<file path="src/rtl/div_if.sv">
// div_if: request/response bundle between the execute stage and div_unit.
//   start, signeddiv, annul, a, b : driven by the pipeline (master)
//   stall, ready, result          : driven by the divider (slave)
interface div_if #(
  parameter int WIDTH = 32
);
  logic               start;
  logic               signeddiv;
  logic               annul;
  logic [WIDTH-1:0]   a;
  logic [WIDTH-1:0]   b;
  logic               stall;
  logic               ready;
  logic [2*WIDTH-1:0] result;

  modport master (
    output start, signeddiv, annul, a, b,
    input  stall, ready, result
  );

  modport slave (
    input  start, signeddiv, annul, a, b,
    output stall, ready, result
  );
endinterface

</file>
<file path="src/rtl/div_unit.sv">
// div_unit: multi-cycle radix-2 restoring divider for DIV / DIVU.
//   clk  : core clock, rising edge
//   rst  : asynchronous active-high reset
//   bus  : div_if slave modport
//     start/signeddiv/a/b : launch a divide (operands sampled on the start edge)
//     annul               : cancel the in-flight divide
//     stall               : hold the front of the pipeline while busy
//     ready               : one-cycle pulse, result valid
//     result              : {HI=remainder, LO=quotient}, held until next DONE
// Latency from the start edge to ready is WIDTH+1 cycles, independent of data.
module div_unit #(
  parameter int WIDTH = 32
) (
  input  logic clk,
  input  logic rst,
  div_if.slave bus
);

  localparam int CW = (WIDTH > 1) ? $clog2(WIDTH) : 1;

  typedef enum logic [1:0] {
    S_IDLE = 2'd0,
    S_CALC = 2'd1,
    S_DONE = 2'd2
  } state_t;

  state_t             state_q,  state_d;
  logic               dz_q,     dz_d;      // divisor was zero
  logic               qsign_q,  qsign_d;   // negate quotient at the end
  logic               rsign_q,  rsign_d;   // negate remainder at the end
  logic [WIDTH-1:0]   a_orig_q, a_orig_d;  // raw dividend, returned in HI on /0
  logic [WIDTH-1:0]   bmag_q,   bmag_d;
  logic [WIDTH-1:0]   rem_q,    rem_d;
  logic [WIDTH-1:0]   quo_q,    quo_d;     // starts as |a|, shifts out as quotient fills in
  logic [CW-1:0]      cnt_q,    cnt_d;
  logic [2*WIDTH-1:0] result_q, result_d;
  logic               ready_q,  ready_d;

  logic             a_neg, b_neg;
  logic [WIDTH-1:0] a_mag, b_mag;
  logic [WIDTH:0]   rem_sh, trial;
  logic             step_ok;
  logic [WIDTH-1:0] rem_step, quo_step;

  // Operand magnitudes for the launch cycle.
  always_comb begin
    a_neg = bus.signeddiv & bus.a[WIDTH-1];
    b_neg = bus.signeddiv & bus.b[WIDTH-1];
    a_mag = a_neg ? -bus.a : bus.a;
    b_mag = b_neg ? -bus.b : bus.b;
  end

  // One restoring step: shift {rem, quo} left, trial-subtract at WIDTH+1 bits.
  // rem < |b| always holds, so the shifted value fits in WIDTH+1 bits and a
  // set top bit of the difference means the subtraction went negative.
  always_comb begin
    rem_sh   = {rem_q, quo_q[WIDTH-1]};
    trial    = rem_sh - {1'b0, bmag_q};
    step_ok  = ~trial[WIDTH];
    rem_step = step_ok ? trial[WIDTH-1:0] : rem_sh[WIDTH-1:0];
    quo_step = {quo_q[WIDTH-2:0], step_ok};
  end

  always_comb begin
    state_d  = state_q;
    dz_d     = dz_q;
    qsign_d  = qsign_q;
    rsign_d  = rsign_q;
    a_orig_d = a_orig_q;
    bmag_d   = bmag_q;
    rem_d    = rem_q;
    quo_d    = quo_q;
    cnt_d    = cnt_q;
    result_d = result_q;
    ready_d  = 1'b0;

    case (state_q)
      S_IDLE: begin
        if (bus.start && !bus.annul) begin
          dz_d     = (bus.b == '0);
          qsign_d  = bus.signeddiv & (bus.a[WIDTH-1] ^ bus.b[WIDTH-1]);
          rsign_d  = bus.signeddiv & bus.a[WIDTH-1];
          a_orig_d = bus.a;
          bmag_d   = b_mag;
          quo_d    = a_mag;
          rem_d    = '0;
          cnt_d    = '0;
          state_d  = S_CALC;
        end
      end

      S_CALC: begin
        rem_d = rem_step;
        quo_d = quo_step;
        cnt_d = cnt_q + 1'b1;
        if (bus.annul) begin
          state_d = S_IDLE;
        end else if (cnt_q == CW'(WIDTH - 1)) begin
          state_d = S_DONE;
          ready_d = 1'b1;
          if (dz_q) begin
            result_d = {a_orig_q, {WIDTH{1'b1}}};
          end else begin
            // 0x80..0 / -1 needs no special case: negating 0x80..0 gives itself.
            result_d = {(rsign_q ? -rem_step : rem_step),
                        (qsign_q ? -quo_step : quo_step)};
          end
        end
      end

      S_DONE: begin
        state_d = S_IDLE;
      end

      default: begin
        state_d = S_IDLE;
      end
    endcase
  end

  always_ff @(posedge clk or posedge rst) begin
    if (rst) begin
      state_q  <= S_IDLE;
      dz_q     <= 1'b0;
      qsign_q  <= 1'b0;
      rsign_q  <= 1'b0;
      a_orig_q <= '0;
      bmag_q   <= '0;
      rem_q    <= '0;
      quo_q    <= '0;
      cnt_q    <= '0;
      result_q <= '0;
      ready_q  <= 1'b0;
    end else begin
      state_q  <= state_d;
      dz_q     <= dz_d;
      qsign_q  <= qsign_d;
      rsign_q  <= rsign_d;
      a_orig_q <= a_orig_d;
      bmag_q   <= bmag_d;
      rem_q    <= rem_d;
      quo_q    <= quo_d;
      cnt_q    <= cnt_d;
      result_q <= result_d;
      ready_q  <= ready_d;
    end
  end

  // stall rises in the launch cycle itself so the pipeline holds immediately.
  assign bus.stall  = (state_q == S_IDLE && bus.start && !bus.annul) ||
                      (state_q == S_CALC);
  // An annul during DONE withdraws the pulse in that same cycle.
  assign bus.ready  = ready_q & ~bus.annul;
  assign bus.result = result_q;

endmodule

</file>
<file path="src/flat_wrapper.sv">
// flat-port wrapper written by rule: the top's interface ports become plain ports
module div_unit_flat 
#(
  parameter int WIDTH = 32
)
  (clk, rst, bus_start, bus_signeddiv, bus_annul, bus_a, bus_b, bus_stall, bus_ready, bus_result);
  div_if #(.WIDTH(WIDTH)) bus_i ();
  input  logic clk;
  input  logic rst;
  input wire logic [$bits(bus_i.start)-1:0] bus_start;
  input wire logic [$bits(bus_i.signeddiv)-1:0] bus_signeddiv;
  input wire logic [$bits(bus_i.annul)-1:0] bus_annul;
  input wire logic [$bits(bus_i.a)-1:0] bus_a;
  input wire logic [$bits(bus_i.b)-1:0] bus_b;
  output wire logic [$bits(bus_i.stall)-1:0] bus_stall;
  output wire logic [$bits(bus_i.ready)-1:0] bus_ready;
  output wire logic [$bits(bus_i.result)-1:0] bus_result;
  assign bus_i.start = bus_start;
  assign bus_i.signeddiv = bus_signeddiv;
  assign bus_i.annul = bus_annul;
  assign bus_i.a = bus_a;
  assign bus_i.b = bus_b;
  assign bus_stall = bus_i.stall;
  assign bus_ready = bus_i.ready;
  assign bus_result = bus_i.result;
  div_unit #(.WIDTH(WIDTH)) u_core (.clk(clk), .rst(rst), .bus(bus_i));
endmodule
</file>
<file path="config.mk">
export PLATFORM = sky130hd
export DESIGN_NAME = div_unit_flat
export DESIGN_NICKNAME = d
export VERILOG_FILES = /design/src/rtl/div_if.sv /design/src/rtl/div_unit.sv /design/src/flat_wrapper.sv
export SDC_FILE = /design/constraint.sdc
export NUM_CORES = 1
export LEC_CHECK = 0
export BUFFER_PORTS_ARGS = -buffer_cell sky130_fd_sc_hd__buf_2
export CAP_MARGIN = 20
export CORE_UTILIZATION = 55
export DETAILED_ROUTE_END_ITERATION = 10
export GPL_ROUTABILITY_DRIVEN = 0
export HOLD_SLACK_MARGIN = 0.02
export PLACE_DENSITY_LB_ADDON = 0.08
export SLEW_MARGIN = 20
export SYNTH_ARGS = -nofsm -noshare
export SYNTH_HDL_FRONTEND = slang
export SYNTH_SLANG_ARGS = --single-unit
</file>
<file path="constraint.sdc">
create_clock -name clk -period 6.39 [get_ports clk]
set_input_delay 0.639 -clock clk [delete_from_list [all_inputs] [get_ports clk]]
set_output_delay 0.639 -clock clk [all_outputs]
set_load 0.1 [all_outputs]
</file>
==> flow_metrics.env <==
export IMPL_status="complete, no violations"
export IMPL_period_minus_slack_ns=5.452
export IMPL_postCtsSetupBuffers=0
export IMPL_cts_buffer_depth=3
export IMPL_cts_buffers=24
export IMPL_clock_sinks=203
export IMPL_final_core_util=0.6361
export IMPL_synth_distinct_cells=76
export IMPL_p_clk_frac=0.196
export IMPL_vdd_drop_max_mv=0.2599
export IMPL_synthFlopType="dfrtp_1"
export IMPL_swShare=0.4728
export IMPL_drt_iter0_drc=994
export IMPL_nNetsFinal=1808
export IMPL_intPower_uw=3824
export IMPL_setup_tns_ns=0
export IMPL_htreeDepth=1
export IMPL_setup_viol=0
export IMPL_hold_buffers=0
export IMPL_finalHoldViolCount=0
export IMPL_multi_input_area_sq_um=7592
export IMPL_final_cell_mix="nand2_1 (259), dfrtp_1 (203), o21ai_0 (169), buf_2 (134), a21oi_1 (124)"
export IMPL_netlist_area_sq_um=13260
export IMPL_sequentialPowerShare=0.257
export IMPL_antenna_cells=0
export IMPL_max_clock_freq_mhz=183.4
export IMPL_dpl_worst_slack_ns=1.043
export IMPL_initial_core_util=0.5631
export IMPL_slew_violations=0
export IMPL_combPwrFrac=0.548
export IMPL_row_count=56
export IMPL_cts_resized=0
export IMPL_areaGrowthSynthToFinish_pct=12.96
export IMPL_clk_pin_slew_ns=0.06
export IMPL_drc=0
export IMPL_cp_max_fo=15
export IMPL_clock_latency_ns=0.53
export IMPL_vias_per_cell=5.966
export IMPL_setup_slack_ns=0.9381
export IMPL_num_vias=12150
export IMPL_route_antenna_remaining_nets=0
export IMPL_synth_avg_cell_area_sq_um=8.235
export IMPL_fillCellCount=2138
export IMPL_globalRouteOverflowTotal=0
export IMPL_arrival_ns=5.85
export IMPL_die_h_um=157.3
export IMPL_clock_skew_ns=0.01687
export IMPL_post_dp_hpwl_um=26280
export IMPL_port_buffers=134
export IMPL_rsz0062_at_grt="no"
export IMPL_synth_seq_area_share=0.3832
export IMPL_wl_per_cell_um=18.02
export IMPL_tightest_slew_ns=0.9689
export IMPL_critPathLaunchType="flip-flop"
export IMPL_layout_commonest_cell="nand2_1"
export IMPL_cap_violations=0
export IMPL_core_area_sq_um=23540
export IMPL_synth_cells=1610
export IMPL_setup_worst_path_class="flip-flop to flip-flop"
export IMPL_dieArea_sq_um=24730
export IMPL_synth_seq_cells=203
export IMPL_grt_pass1_wl_um=59350
export IMPL_cp_end_kind="flip-flop"
export IMPL_period_share=0.8532
export IMPL_worst_hold_path_type="input pin to async pin"
export IMPL_grt_usage=0.3015
export IMPL_grt_max_degree=128
export IMPL_die_x_um=157.3
export IMPL_p_sw_uw=3429
export IMPL_pin_count=135
export IMPL_routed_wl_um=36690
export IMPL_grt_pass1_vias=11540
export IMPL_cts_tree="built"
export IMPL_antenna_found_initial=0
export IMPL_relSlewSlack=0.3521
export IMPL_leakagePower_uw=0.006907
export IMPL_seq_area_sq_um=5080
export IMPL_synth_edf_count=0
export IMPL_layout_drive_gt1_share=0.1322
export IMPL_postSynthNetCount=1718
export IMPL_root_buffer="clkbuf_16"
export IMPL_synth_async_reset_ratio=1.000
export IMPL_p_per_area_nw_per_um2=484.3
export IMPL_dr_pass1_iters=5
export IMPL_yosysWarningCount=0
export IMPL_worst_r2r_setup_slack_ns=0.94
export IMPL_cp_required_ns=6.79
==> stage by stage <==
stage	cell area (sq um)	std cells	total power [uW]	hold slack, ns
floorplan	13260	1610	4829	0.4374
global placement	14140	1992	5715	0.4525
detailed placement	14150	1993	5777	0.4543
CTS	14960	2036	7215	0.3451
global route	14980	2036	7756	0.3770
finish	14980	2036	7253	0.3184
==> layout make-up <==
type	instances	area share
multi-input cells	1248	0.5070
inverters	70	0.01805
flip-flops and latches	203	0.3392
clock buffers	32	0.04687
repair buffers	153	0.05506
well taps	319	0.02665
clock inverters	11	0.007185
==> path summary, 6_finish.rpt <==
kind                       cells after the start                start               endpoint
max                                           21     u_core.quo_q[31]  u_core.bus.result[60]
min                                            2                  rst       u_core.quo_q[27]
max reg2reg                                   21     u_core.quo_q[31]  u_core.bus.result[60]
min reg2reg                                    2  u_core.a_orig_q[26]    u_core.a_orig_q[26]
max in group asynchronous                      3                  rst    u_core.a_orig_q[18]
min in group clk                               3             bus_a[5]     u_core.a_orig_q[5]
==> power groups by stage <==
stage / logic [uW] / clock network, uW / registers, uW
finish: 3970 / 1420 / 1860
global route: 4380 / 1480 / 1890
CTS: 3920 / 1440 / 1850
detailed placement: 3910 / 0 / 1870
global placement: 3850 / 0 / 1860
floorplan: 2850 / 0 / 1980
==> Yosys cell counts (all sizes together) (4+ instances only) <==
master / number / area share
mux2: 5 / 0.0042
or4: 8 / 0.0048
xnor2: 77 / 0.051
inv: 68 / 0.019
and3: 14 / 0.0074
and2: 11 / 0.0052
nand3b: 5 / 0.0028
nand4: 12 / 0.0057
nand2: 259 / 0.073
a31oi: 27 / 0.013
o21a: 15 / 0.0085
ha: 38 / 0.036
nand2b: 8 / 0.0038
and4: 4 / 0.0026
buf: 17 / 0.0062
clkbuf: 72 / 0.020
a22o: 4 / 0.0026
or2: 6 / 0.0028
o31ai: 23 / 0.013
nor4: 17 / 0.0090
xor2: 63 / 0.042
or3: 17 / 0.0080
nor2b: 8 / 0.0038
o21ai: 173 / 0.065
a21o: 4 / 0.0023
nor2: 119 / 0.034
nor4b: 4 / 0.0026
dfrtp: 203 / 0.38
o41ai: 12 / 0.010
a22oi: 31 / 0.018
mux2i: 30 / 0.023
nand3: 29 / 0.011
a21oi: 125 / 0.047
o21bai: 8 / 0.0045
o31a: 9 / 0.0059
a211oi: 6 / 0.0038
o211ai: 10 / 0.0060
nor3: 31 / 0.012
==> registers in the layout (all words and copies together), names as in the netlist <==
register	count
u_core.state_q	2
u_core.a_orig_q	32
u_core.quo_q	32
u_core.ready_q	1
u_core.qsign_q	1
u_core.bmag_q	32
u_core.rem_q	32
u_core.dz_q	1
u_core.bus.result	64
u_core.rsign_q	1
u_core.cnt_q	5
==> layer usage <==
| layer | vias up | global-route usage | share of wire |
|---|---|---|---|
| li1 | 5861 | - | - |
| met3 | 61 | 0.04047 | 0.055 |
| met1 | 5865 | 0.4259 | 0.47 |
| met2 | 360 | 0.4884 | 0.46 |
| met4 | 0 | 0.07305 | 0.021 |
| met5 | - | 0 | 0 |
==> critical path, stage by stage (launching register included) <==
cell	delay [ns]
dfrtp_1	0.41
inv_1	0.07
ha_1	0.15
inv_1	0.05
fa_1	0.45
a211oi_2	0.29
o211ai_1	0.15
a21oi_2	0.27
a211oi_1	0.15
o31a_1	0.26
buf_4	0.20
nor2_4	0.20
mux2i_1	0.32
ha_1	0.31
nand2_1	0.07
or4_4	0.44
nor4_2	0.24
mux2i_1	0.27
or2_1	0.33
o41ai_1	0.37
mux2i_1	0.24
nand3_1	0.08
==> kinds of logic after synthesis <==
kind of cell	after synthesis	share of synthesized area
simple gates	556	0.1914
compound gates	478	0.2223
flops	203	0.3832
buf+inv	159	0.04643
xor+xnor	140	0.09249
fa+ha+maj	39	0.03737
mux	35	0.02690
No activity file was read; power rests on OpenSTA's default activity.
